File: src/rtl/uart_link_ctrl.sv
// Link controller between UART receiver and transmitter: SYN/ACK handshake, echo of received
// bytes through a small FIFO, EOT close with ACK, and an inactivity timeout.
module uart_link_ctrl #(
    parameter int unsigned FIFO_DEPTH   = 8,
    parameter int unsigned TIMEOUT_CLKS = 1250000,
    parameter logic [7:0]  SYN_BYTE     = 8'h16,
    parameter logic [7:0]  ACK_BYTE     = 8'h06,
    parameter logic [7:0]  EOT_BYTE     = 8'h04
) (
    input  logic       clk,
    input  logic       rst_n,
    input  logic       rx_dv,
    input  logic [7:0] rx_byte,
    input  logic       tx_busy,
    output logic       tx_dv,
    output logic [7:0] tx_byte,
    output logic       link_up,
    output logic       overflow
);

    localparam int unsigned PtrW = (FIFO_DEPTH > 1) ? $clog2(FIFO_DEPTH) : 1;
    localparam int unsigned CntW = PtrW + 1;

    localparam logic [PtrW-1:0] PtrOne      = 1;
    localparam logic [CntW-1:0] CntOne      = 1;
    localparam logic [CntW-1:0] CntFull     = CntW'(FIFO_DEPTH);
    localparam logic [23:0]     TimeoutLast = 24'(TIMEOUT_CLKS - 1);
    localparam logic [23:0]     TimeoutMax  = 24'hFF_FFFF;

    localparam logic [1:0] IDLE          = 2'd0;
    localparam logic [1:0] SEND_ACK_OPEN = 2'd1;
    localparam logic [1:0] LINKED        = 2'd2;
    localparam logic [1:0] CLOSE         = 2'd3;

    logic [1:0]      stateQ, stateD;
    logic [7:0]      fifoMem [FIFO_DEPTH];
    logic [PtrW-1:0] wrPtr, rdPtr;
    logic [CntW-1:0] fifoCount;
    logic [23:0]     timeoutCnt;
    logic            holdoffQ;
    logic [7:0]      txByteQ;
    logic            linkUpQ;
    logic            overflowQ;

    logic fifoEmpty, fifoFull, txFree, timeoutHit;
    logic push, pop, issueAck, flush, pushAccepted, dropped;

    assign fifoEmpty = (fifoCount == '0);
    assign fifoFull  = (fifoCount == CntFull);
    // Holdoff masks the cycle after an issue, before the transmitter has raised busy.
    assign txFree    = !tx_busy && !holdoffQ;
    assign timeoutHit = (stateQ == LINKED) && !rx_dv && (timeoutCnt >= TimeoutLast);

    always_comb begin
        stateD   = stateQ;
        push     = 1'b0;
        pop      = 1'b0;
        issueAck = 1'b0;
        flush    = 1'b0;
        case (stateQ)
            IDLE: begin
                if (rx_dv && rx_byte == SYN_BYTE) stateD = SEND_ACK_OPEN;
            end
            SEND_ACK_OPEN: begin
                if (txFree) begin
                    issueAck = 1'b1;
                    stateD   = LINKED;
                end
            end
            LINKED: begin
                if (timeoutHit) begin
                    flush  = 1'b1;
                    stateD = IDLE;
                end else begin
                    if (!fifoEmpty && txFree) pop = 1'b1;
                    if (rx_dv) begin
                        if (rx_byte == EOT_BYTE) stateD = CLOSE;
                        else                     push   = 1'b1;
                    end
                end
            end
            CLOSE: begin
                if (txFree) begin
                    if (!fifoEmpty) begin
                        pop = 1'b1;
                    end else begin
                        issueAck = 1'b1;
                        stateD   = IDLE;
                    end
                end
            end
            default: stateD = IDLE;
        endcase
    end

    assign pushAccepted = push && (!fifoFull || pop);
    assign dropped      = push && fifoFull && !pop;

    assign tx_dv    = pop || issueAck;
    assign tx_byte  = pop ? fifoMem[rdPtr] : (issueAck ? ACK_BYTE : txByteQ);
    assign link_up  = linkUpQ;
    assign overflow = overflowQ;

    always_ff @(posedge clk) begin
        if (pushAccepted) fifoMem[wrPtr] <= rx_byte;
    end

    always_ff @(posedge clk or negedge rst_n) begin
        if (!rst_n) begin
            stateQ     <= IDLE;
            wrPtr      <= '0;
            rdPtr      <= '0;
            fifoCount  <= '0;
            timeoutCnt <= '0;
            holdoffQ   <= 1'b0;
            txByteQ    <= 8'h00;
            linkUpQ    <= 1'b0;
            overflowQ  <= 1'b0;
        end else begin
            stateQ   <= stateD;
            holdoffQ <= tx_dv;
            linkUpQ  <= (stateD == LINKED) || (stateD == CLOSE);
            if (tx_dv) txByteQ <= tx_byte;

            if (stateD == SEND_ACK_OPEN && stateQ != SEND_ACK_OPEN) overflowQ <= 1'b0;
            else if (dropped)                                       overflowQ <= 1'b1;

            if (flush) begin
                wrPtr     <= '0;
                rdPtr     <= '0;
                fifoCount <= '0;
            end else begin
                if (pushAccepted) wrPtr <= wrPtr + PtrOne;
                if (pop)          rdPtr <= rdPtr + PtrOne;
                if (pushAccepted && !pop)      fifoCount <= fifoCount + CntOne;
                else if (!pushAccepted && pop) fifoCount <= fifoCount - CntOne;
            end

            if (stateQ != LINKED || stateD != LINKED || rx_dv) timeoutCnt <= '0;
            else if (timeoutCnt != TimeoutMax)                 timeoutCnt <= timeoutCnt + 24'd1;
        end
    end

endmodule
File: config.mk
export PLATFORM = sky130hd
export DESIGN_NAME = uart_link_ctrl
export DESIGN_NICKNAME = d
export VERILOG_FILES = /design/src/rtl/uart_link_ctrl.sv
export SDC_FILE = /design/constraint.sdc
export NUM_CORES = 1
export LEC_CHECK = 0
export BUFFER_PORTS_ARGS = -buffer_cell sky130_fd_sc_hd__buf_4
export CORE_AREA = 2 2 110 101
export DETAILED_ROUTE_END_ITERATION = 6
export DIE_AREA = 0 0 112 103
export GPL_TIMING_DRIVEN = 0
export PLACE_DENSITY = 0.75
export SLEW_MARGIN = 20
export SYNTH_ARGS = -nofsm -noshare
export SYNTH_HDL_FRONTEND = slang
export SYNTH_SLANG_ARGS = --single-unit
File: constraint.sdc
create_clock -name clk -period 6.62 [get_ports clk]
set_input_delay 0.331 -clock clk [delete_from_list [all_inputs] [get_ports clk]]
set_output_delay 0.331 -clock clk [all_outputs]
set_load 0.05 [all_outputs]
==> flow_summary.ini <==
[outcome]
outcome = finished with violations
violations = hold timing

[routing]
drtAntennaViolNets = 0
num_vias = 3219
first_pass_iters = 5
drt-total-wl_mm = 9.88
drc = 0
avgRoutedWirePerCell_um = 18.0
vias_per_cell = 5.86
drtIter0Drc = 333

[die]
die_y_um = 103
rows = 36
initial_core_util_pct = 48.0
core_area_um2 = 10500
die_area_um2 = 11500
dieWidth_um = 112
ios = 23

[final_layout]
drive_gt1_share_pct = 19.5
multi_input_area_um2 = 1900
regArea_um2 = 3070
syn_to_final_growth_pct = 13.5
nets = 429
antenna_cells = 0
nFillCells = 858
design_area_um2 = 5740

[yosys]
syn_area_um2 = 5060
synth_top_area_cell = edfxtp_1
synth_mux_area_share_pct = 13.1
ys_seq_area_share_pct = 60.7
ys_ff_latch = 110
synthDistinctLibCells = 59
synthAdderAreaFrac_pct = 1.63
synthTopCellsByArea = edfxtp_1 38%, dfrtp_1 23%, mux4_2 7.1%
synth_simple_gate_area_share_pct = 13.6
synth-edff-count = 64
ys_async_sr_fraction_pct = 41.8
synth_ff_type = edfxtp_1
postSynthAreaPerCell_um2 = 13.5
synth_xor_area_share_pct = 1.73
ys_warn_count = 0
synth_top_area_share_pct = 38.0
synth_top_family_by_area = simple AND/OR/NAND/NOR gates
syn_inst = 375
synth_compound_area_share_pct = 6.83

[global_routing]
grt_pass1_vias = 3022
grt-ovfl-total = 0
grt_util_all_layers_pct = 17.7
grt_max_degree = 47
antenna_found_initial = 0
grt_pass1_wl_mm = 15.7

[sta]
drv_slew = 0
fmax_mhz = 298
fin_crit_ns = 3.35
max_slew_margin_pct = 45.3
whs_ns = -0.0198
setup_viol = 0
hold_viol_final = 12
worst_pin_slew_ns = 0.817
clock_skew_ns = 0.0114
rsz0062_at_grt = false
finalCritPeriodShare_pct = 50.6
tns_ns = 0

[clock_tree]
cts_buffer_depth = 2
tritoncts = built
cts_resized = 0
cts_setup_buffers = 0
insertion_delay_ns = 0.35
cts_hold_buf = 0
root_buffer = clkbuf_16
cts.sinks = 110
numCtsBuffers = 9
htree_num_levels = 3
clkSlewWorstSetupHoldPaths_ns = 0.08

[job]
max-cap-violations = 0

[worst_hold_path]
hold_path.class = input port to async pin

[power_and_ir_drop]
total_power_mw = 2.16
p_per_area_nw_per_um2 = 377
p_leak_nw = 2.06
vdd_drop_max_uv = 195

[critical_path]
cp_slowest_cell = or4_4
r2r_cells = 10
regToRegSetupSlack_ns = 3.53
required_ns = 6.29
worstPathCellList = ha_1, a311oi_1, or4_4, or4_4, nor3b_2, buf_6, buf_12, mux2i_1, buf_4
critPathLaunchType = register
crit_top_cell = or4_4
critical_path.top_delay_family = simple AND/OR/NAND/NOR gates
cp_num_buf_inv = 3
r2r_end = fifoCount[3]$_DFFE_PN0P_
cp_slowest_stage_delay_ns = 0.53
crit_path_end_kind = primary output
critPathMaxFanout = 10
path_class = register to primary output
cp.arrival_ns = 3.02
reg2reg_from = fifoCount[0]$_DFFE_PN0P_

[placement]
port_buffers = 22
place_hpwl_mm = 6.74
placed_area_um2 = 5430
gpl.final_weighted_congestion = 0.824
routing by layer:
layer / track usage [%] / part of all wire, %
met1: 23.9 / 45
met2: 29.6 / 49
met3: 3.76 / 4.8
met4: 4.88 / 1.2
met5: 0 / 0
power breakdown:
| group | leakage, nW | internal, mW | switching, mW | total [mW] |
|---|---|---|---|---|
| clock network | 0.144 | 0.271 | 0.274 | 0.545 |
| logic | 0.733 | 0.294 | 0.448 | 0.742 |
| registers | 1.18 | 0.812 | 0.0641 | 0.876 |
| total | 2.06 | 1.38 | 0.786 | 2.16 |
sequential cells by signal (all words and copies together), names as in the netlist:
name / cells
txByteQ: 8
fifoMem: 64
overflow: 1
timeoutCnt: 24
rdPtr: 3
wrPtr: 3
holdoffQ: 1
stateQ: 1
link_up: 1
fifoCount: 4
placed cells by master (no fill, tap or decap), drive strengths merged, types with 2 or more instances in the layout:
cell      netlist  final
edfxtp         64     64
dfrtp          46     46
buf             9     32
mux2i          30     30
nor2           29     29
nand2          24     24
mux4           16     16
nor3           15     15
a21oi          14     14
o21ai          14     14
clkbuf          5     14
or3            10     10
inv             8     10
nand3           8      8
or4             8      8
and3            5      5
nand4           5      5
xor2            5      5
xnor2           5      5
ha              5      5
o31ai           4      4
a21o            3      3
a31oi           3      3
a211oi          3      3
clkinv          0      3
conb            1      3
nor3b           3      3
and2            3      3
nor4            3      3
a211o           2      2
a311oi          2      2
or2             2      2
o41ai           2      2
o211ai          2      2
nand2b          2      2
clkinvlp        0      2
or3b            2      2
or4b            2      2
Yosys cell counts (3+ instances only):
library cell and count:
a211oi_1 3, a21o_1 3, a21oi_1 14, a31oi_1 3, and3_1 5, buf_2 5
clkbuf_1 4, dfrtp_1 46, edfxtp_1 64, ha_1 5, inv_1 8, mux2i_1 30
mux4_2 16, nand2_1 24, nand3_1 8, nand4_1 5, nor2_1 29, nor3_1 14
nor4_1 3, o21ai_0 12, o31ai_1 4, or3_1 10, or4_1 6, xnor2_1 5
xor2_1 5
worst max-delay path by stage:
stage,end,cells after the start,startpoint
global route,tx_byte[4],9,timeoutCnt[0]$_DFFE_PN0P_
detailed placement,fifoCount[3]$_DFFE_PN0P_,11,rx_byte[3]
finish,tx_byte[0],9,timeoutCnt[0]$_DFFE_PN0P_
global placement,fifoCount[3]$_DFFE_PN0P_,11,rx_byte[3]
floorplan,tx_byte[0],7,link_up$_DFF_PN0_
CTS,tx_byte[4],9,timeoutCnt[0]$_DFFE_PN0P_
final cells by class:
class / instances / share of cell area (%)
Sequential cell: 110 / 53.5
Clock inverter: 7 / 1.50
Inverter: 8 / 0.523
Timing Repair Buffer: 23 / 3.01
Multi-Input combinational cell: 245 / 33.1
Buffer: 14 / 1.53
Tap cell: 133 / 2.90
Clock buffer: 9 / 3.92
metrics by stage:
step	util, %	worst slack [ns]	std cells
2_1_floorplan	-	3.37	377
3_3_place_gp	51.2	3.27	532
3_5_place_dp	51.5	3.22	533
4_1_cts	54.5	3.27	549
5_1_grt	54.5	3.17	549
6_report	54.5	3.27	549
cells by family (layout without fill, tap and decap cells):
kind of cell	count (synthesis)	in the layout
AOI/OAI and AO/OA	53	53
muxes	46	46
other	1	3
buffers and inverters	22	61
xor gates and xnor gates	10	10
DFF	110	110
adders and majority gates	6	6
and+or+nand+nor	127	127
No activity file was read; power rests on OpenSTA's default activity.
